==> src/rtl/if_stage.sv <==
// Instruction-fetch response stage: pairs pre-IF packets with inst SRAM data_ok, buffers under ID stall,
// drops responses owed to cancelled fetches. Optional IF_PERF_CNT_EN adds fetch/discard counters.
module if_stage #(
    parameter logic [31:0] PC_RESET  = 32'h1bff_fffc,
    parameter int          PRE_BUS_W = 81,
    parameter int          ID_BUS_W  = 113
) (
    input  logic                 clk,
    input  logic                 reset,
    input  logic                 preIF_to_IF_valid,
    input  logic [PRE_BUS_W-1:0] preIF_to_IF_BUS,
    output logic                 IF_allowin,
    input  logic                 inst_sram_data_ok,
    input  logic [31:0]          inst_sram_rdata,
    input  logic                 ID_allowin,
    output logic                 IF_to_ID_valid,
    output logic [ID_BUS_W-1:0]  IF_to_ID_BUS,
    output logic [31:0]          if_pc,
    input  logic                 wb_flush,
    input  logic                 br_taken_cancel
`ifdef IF_PERF_CNT_EN
    ,
    output logic [31:0]          if_perf_fetched,
    output logic [31:0]          if_perf_discarded
`endif
);

    localparam logic [31:0] INST_NOP = 32'h0340_0000;

    logic                 if_valid_q, if_valid_d;
    logic                 inst_pending_q, inst_pending_d;
    logic                 buf_valid_q, buf_valid_d;
    logic [31:0]          inst_buf_q, inst_buf_d;
    logic [1:0]           discard_cnt_q, discard_cnt_d;
    logic [PRE_BUS_W-1:0] pkt_q, pkt_d;
    logic [31:0]          if_pc_q, if_pc_d;

    logic cancel, drop_rsp, data_use, ready_go, accept, leave;
    logic [31:0] inst;

    always_comb begin
        cancel   = wb_flush | br_taken_cancel;
        drop_rsp = inst_sram_data_ok & (discard_cnt_q != 2'd0);
        data_use = inst_sram_data_ok & (discard_cnt_q == 2'd0) & inst_pending_q;
        ready_go = buf_valid_q | data_use;
        IF_allowin     = ~if_valid_q | (ready_go & ID_allowin) | cancel;
        IF_to_ID_valid = if_valid_q & ready_go & ~cancel;
        accept   = preIF_to_IF_valid & IF_allowin;
        leave    = IF_to_ID_valid & ID_allowin;

        // Exception packets carry a NOP; the SRAM response is still consumed.
        if (pkt_q[PRE_BUS_W-33])
            inst = INST_NOP;
        else
            inst = buf_valid_q ? inst_buf_q : inst_sram_rdata;

        IF_to_ID_BUS = '0;
        if (if_valid_q)
            IF_to_ID_BUS = {pkt_q[PRE_BUS_W-1 -: 32], inst, pkt_q[PRE_BUS_W-33:0]};
        if_pc = if_pc_q;
    end

    always_comb begin
        if_valid_d     = if_valid_q;
        inst_pending_d = inst_pending_q;
        buf_valid_d    = buf_valid_q;
        inst_buf_d     = inst_buf_q;
        pkt_d          = pkt_q;
        if_pc_d        = if_pc_q;
        discard_cnt_d  = discard_cnt_q;

        if (drop_rsp)
            discard_cnt_d = discard_cnt_q - 2'd1;
        // A pending fetch that did not complete this cycle leaves a response in flight.
        if (cancel && inst_pending_q && !data_use && discard_cnt_d != 2'd3)
            discard_cnt_d = discard_cnt_d + 2'd1;

        if (data_use) begin
            inst_buf_d     = inst_sram_rdata;
            inst_pending_d = 1'b0;
            buf_valid_d    = ~leave;
        end

        if (cancel || leave) begin
            if_valid_d     = 1'b0;
            buf_valid_d    = 1'b0;
            inst_pending_d = 1'b0;
        end

        if (accept) begin
            if_valid_d     = 1'b1;
            inst_pending_d = 1'b1;
            buf_valid_d    = 1'b0;
            pkt_d          = preIF_to_IF_BUS;
            if_pc_d        = preIF_to_IF_BUS[PRE_BUS_W-1 -: 32];
        end
    end

    always_ff @(posedge clk) begin
        if (reset) begin
            if_valid_q     <= 1'b0;
            inst_pending_q <= 1'b0;
            buf_valid_q    <= 1'b0;
            inst_buf_q     <= '0;
            discard_cnt_q  <= '0;
            pkt_q          <= '0;
            if_pc_q        <= PC_RESET;
        end else begin
            if_valid_q     <= if_valid_d;
            inst_pending_q <= inst_pending_d;
            buf_valid_q    <= buf_valid_d;
            inst_buf_q     <= inst_buf_d;
            discard_cnt_q  <= discard_cnt_d;
            pkt_q          <= pkt_d;
            if_pc_q        <= if_pc_d;
        end
    end

`ifdef IF_PERF_CNT_EN
    logic [31:0] perf_fetched_q, perf_fetched_d;
    logic [31:0] perf_discarded_q, perf_discarded_d;

    always_comb begin
        perf_fetched_d   = perf_fetched_q + {31'd0, leave};
        perf_discarded_d = perf_discarded_q + {31'd0, drop_rsp};
    end

    always_ff @(posedge clk) begin
        if (reset) begin
            perf_fetched_q   <= '0;
            perf_discarded_q <= '0;
        end else begin
            perf_fetched_q   <= perf_fetched_d;
            perf_discarded_q <= perf_discarded_d;
        end
    end

    assign if_perf_fetched   = perf_fetched_q;
    assign if_perf_discarded = perf_discarded_q;
`endif

`ifndef SYNTHESIS
    a_no_orphan_rsp: assert property (@(posedge clk) disable iff (reset)
        !(inst_sram_data_ok && !inst_pending_q && discard_cnt_q == 2'd0));
`endif

endmodule

==> config.mk <==
export PLATFORM = sky130hd
export DESIGN_NAME = if_stage
export DESIGN_NICKNAME = d
export VERILOG_FILES = /design/src/rtl/if_stage.sv
export SDC_FILE = /design/constraint.sdc
export NUM_CORES = 1
export LEC_CHECK = 0
export BUFFER_PORTS_ARGS = -buffer_cell sky130_fd_sc_hd__buf_2
export CORE_MARGIN = 2
export CORE_UTILIZATION = 47
export DETAILED_ROUTE_END_ITERATION = 16
export GPL_ROUTABILITY_DRIVEN = 0
export PLACE_DENSITY = 0.78
export SYNTH_ARGS = -nofsm -noshare
export SYNTH_HDL_FRONTEND = slang
export SYNTH_SLANG_ARGS = --single-unit
==> constraint.sdc <==
create_clock -name clk -period 2.6 [get_ports clk]
set_input_delay 0.26 -clock clk [delete_from_list [all_inputs] [get_ports clk]]
set_output_delay 0.26 -clock clk [all_outputs]
set_load 0.01 [all_outputs]
==> run summary <==
Sw Ratio - 25.4%
Critical Path RT - 2340 ps
Post-Syn Instances - 778
Final Max Tran Viols - 0
worst r2r path cells - 8
max cap viols - 0
DRC viols - 0
fin util - 63.1%
status - complete, no violations
#FFs+latches synth - 144
reg2reg start - discard_cnt_q[0]$_SDFF_PP0_
Hold-fix buffers, CTS - 0
Comb power frac - 14.1%
IO Pins - 267
ANT cells - 0
Setup WS post-layout - 301 ps
slew margin rel. - 47.4%
worst vdd ir - 0.355 mV
synthesized area - 6010 um2
GRT Util Overall - 22.2%
distinct cell type count after synthesis - 26
crit path kind - flip-flop to output port
GR Overflow Total - 0
multi-input logic area - 2830 um2
Initial DRT Pass Iterations - 4
Chip Width - 117 um
worst skew pair latency - 410 ps
clk sinks - 144
Clock Skew - 3.58 ps
fin crit period - 2300 ps
RSZ-0062 raised after global routing - no
Avg WL per Cell - 13.4 um
I/O Buffers - 266
Crit-path slowest cell - dfxtp_2
maximum number of pins on one net before global-route repair - 109
critical-path cell list - buf_4, mux2i_1, nor2_1, buf_2
Die Y - 117 um
setup violators final - 0
final hold slack - 53.9 ps
YS warnings - 0
layout cells sized above 1 - 30.6%
critical path buffer and inverter count - 2
cts repair resizes - 0
routed vias/inst - 4.90
sequential-to-total area share from yosys stat - 48.0%
Worst Path Max Fanout - 27
HPWL after DPL - 10.7 mm
CP Data Arrival Time - 2040 ps
Area growth syn-to-layout - 31.8%
post-route setup TNS - 0 ps
initial DRC count - 343
period utilization - 88.4%
Async SR Flop Fraction - 0%
Final Hold Fails - 0
delay-heaviest family, CP - flip-flops
CTS Buffer Depth - 2
critical path's largest stage delay - 850 ps
CTS Buf Count - 17
sequential power share - 44.9%
clock power share - 41.0%
Fill cells - 1135
reg2reg end - discard_cnt_q[1]$_SDFF_PP0_
cell internal pwr - 0.00406 W
PD cells - 687 nW/um2
DRT antenna net count - 0
die area - 13700 um2
core area - 12600 um2
hold depth - 3
maximum clock frequency - 435 MHz
Static Leakage - 3.68 nW
Worst Setup Start Kind - flip-flop
Psw - 0.00138 W
vias in the first global route - 5239
via count - 5851
number of synthesized flops with an enable pin - 0
number of nets in the layout - 1131
syn nets - 900
Mean Syn Cell Area - 7.73 um2
Slew @ Worst Pin - 789 ps
Setup Buffers After CTS - 0
FP Rows - 41
WL final - 16.0 mm
r2r setup slk - 520 ps
H-tree lvl count - 4
first-pass GRT wire length - 23.9 mm
Hold Path Sink - if_pc[21]$_SDFFE_PP1P_
Clock Pin Slew Worst Setup and Hold Paths - 50 ps
Initial Util - 47.8%
Root Driver - clkbuf_16
dpl ws - 516 ps
crit end category - output port
non-filler cells, final - 1193
initial antenna violation count - 0
CTS tree - done
HP Class - input port to flip-flop
top_reg_cell synth - dfxtp_1
Cells after DPL - 1162
Register Area - 2890 um2
hold_sp - preIF_to_IF_BUS[70]
[layout make-up]
class	instances	area share, %
Clock buffer	24	6.08
Clock inverter	7	0.758
Inverter	4	0.189
Multi-Input combinational cell	565	35.7
Sequential cell	144	36.4
Tap cell	172	2.72
Timing Repair Buffer	277	18.2
[synthesized netlist by cell type, types with 2 or more instances]
cell	number	area, um2
nand2_1	255	957
ha_1	2	25.0
o21a_1	3	22.5
mux2_2	3	33.8
buf_1	6	22.5
inv_1	4	15.0
dfxtp_1	144	2880
xnor2_1	2	17.5
mux2i_1	31	310
a21oi_1	143	716
and2_1	81	507
nor2_1	32	120
buf_4	9	67.6
nand2b_1	2	12.5
buf_2	9	45.0
nand3_1	2	10.0
clkbuf_1	41	154
[worst min-delay path, cell delays in order]
cell     delay [ps]
buf_2            70
nand2_1          50
nand2_1          50
[how the worst max path moves through the flow]
stage / from / end / cells past startpoint
4_1_cts: buf_valid_q$_SDFFE_PP0P_ / IF_to_ID_BUS[69] / 4
2_1_floorplan: discard_cnt_q[0]$_SDFF_PP0_ / discard_cnt_q[1]$_SDFF_PP0_ / 8
3_3_place_gp: discard_cnt_q[0]$_SDFF_PP0_ / discard_cnt_q[1]$_SDFF_PP0_ / 8
6_report: buf_valid_q$_SDFFE_PP0P_ / IF_to_ID_BUS[69] / 4
3_5_place_dp: discard_cnt_q[0]$_SDFF_PP0_ / discard_cnt_q[1]$_SDFF_PP0_ / 8
5_1_grt: buf_valid_q$_SDFFE_PP0P_ / IF_to_ID_BUS[69] / 4
[stage by stage]
| step | area (um2) | total power [W] |
|---|---|---|
| finish | 7930 | 0.00544 |
| detailed placement | 7380 | 0.00326 |
| global route | 7930 | 0.00570 |
| global placement | 7380 | 0.00323 |
| CTS | 7930 | 0.00549 |
| floorplan | 6010 | 0.00296 |
[per-layer routing]
metal | up-vias | routed length [um] | global-route usage (%)
met5 | - | 0 | 0
met4 | 0 | 438 | 9.65
met3 | 33 | 1440 | 9.22
met2 | 218 | 7560 | 36.8
met1 | 2641 | 6590 | 25.3
li1 | 2959 | - | -
[layout by cell type, fill, tap and decap left out]
master | netlist | layout
nand4_1 | 1 | 1
clkbuf_1 | 41 | 4
clkbuf_16 | 0 | 17
nand3_1 | 2 | 2
o21a_1 | 3 | 3
nor2_1 | 32 | 32
ha_1 | 2 | 2
nor4bb_1 | 1 | 1
mux2_2 | 3 | 3
xnor2_1 | 2 | 2
a2111oi_0 | 1 | 1
a21o_1 | 1 | 1
mux2i_1 | 31 | 31
buf_4 | 9 | 10
bufinv_16 | 0 | 1
or3b_1 | 1 | 1
buf_2 | 9 | 265
o311a_2 | 0 | 1
and2_1 | 81 | 81
dfxtp_2 | 0 | 2
clkinv_2 | 0 | 6
a21oi_1 | 143 | 143
buf_12 | 0 | 2
inv_1 | 4 | 4
nand2_1 | 255 | 255
dfxtp_1 | 144 | 142
o311ai_4 | 1 | 1
and3_1 | 1 | 1
nand2b_1 | 2 | 2
clkbuf_8 | 0 | 3
or4b_2 | 1 | 1
[flip-flops by register name, indices dropped and copies added (netlist names)]
signal / cells
buf_valid_q: 1
discard_cnt_q: 2
if_pc: 26
if_valid_q: 1
inst_buf_q: 32
inst_pending_q: 1
pkt_q: 81
[cell families after synthesis]
family	synth area share [%]
AOI/OAI and AO/OA	13.2
xor gates and xnor gates	0.291
adders and majority gates	0.416
buffers and inverters	5.06
DFF	47.9
muxes	5.72
and+or+nand+nor	27.4
[power by group through the flow]
stage / Clock [W] / Combinational (W) / Sequential (W)
2_1_floorplan: 0 / 0.000477 / 0.00248
3_3_place_gp: 0 / 0.000751 / 0.00248
3_5_place_dp: 0 / 0.000771 / 0.00249
4_1_cts: 0.00228 / 0.000776 / 0.00244
5_1_grt: 0.00238 / 0.000860 / 0.00246
6_report: 0.00223 / 0.000767 / 0.00244
(Power assumes the default switching activity.)
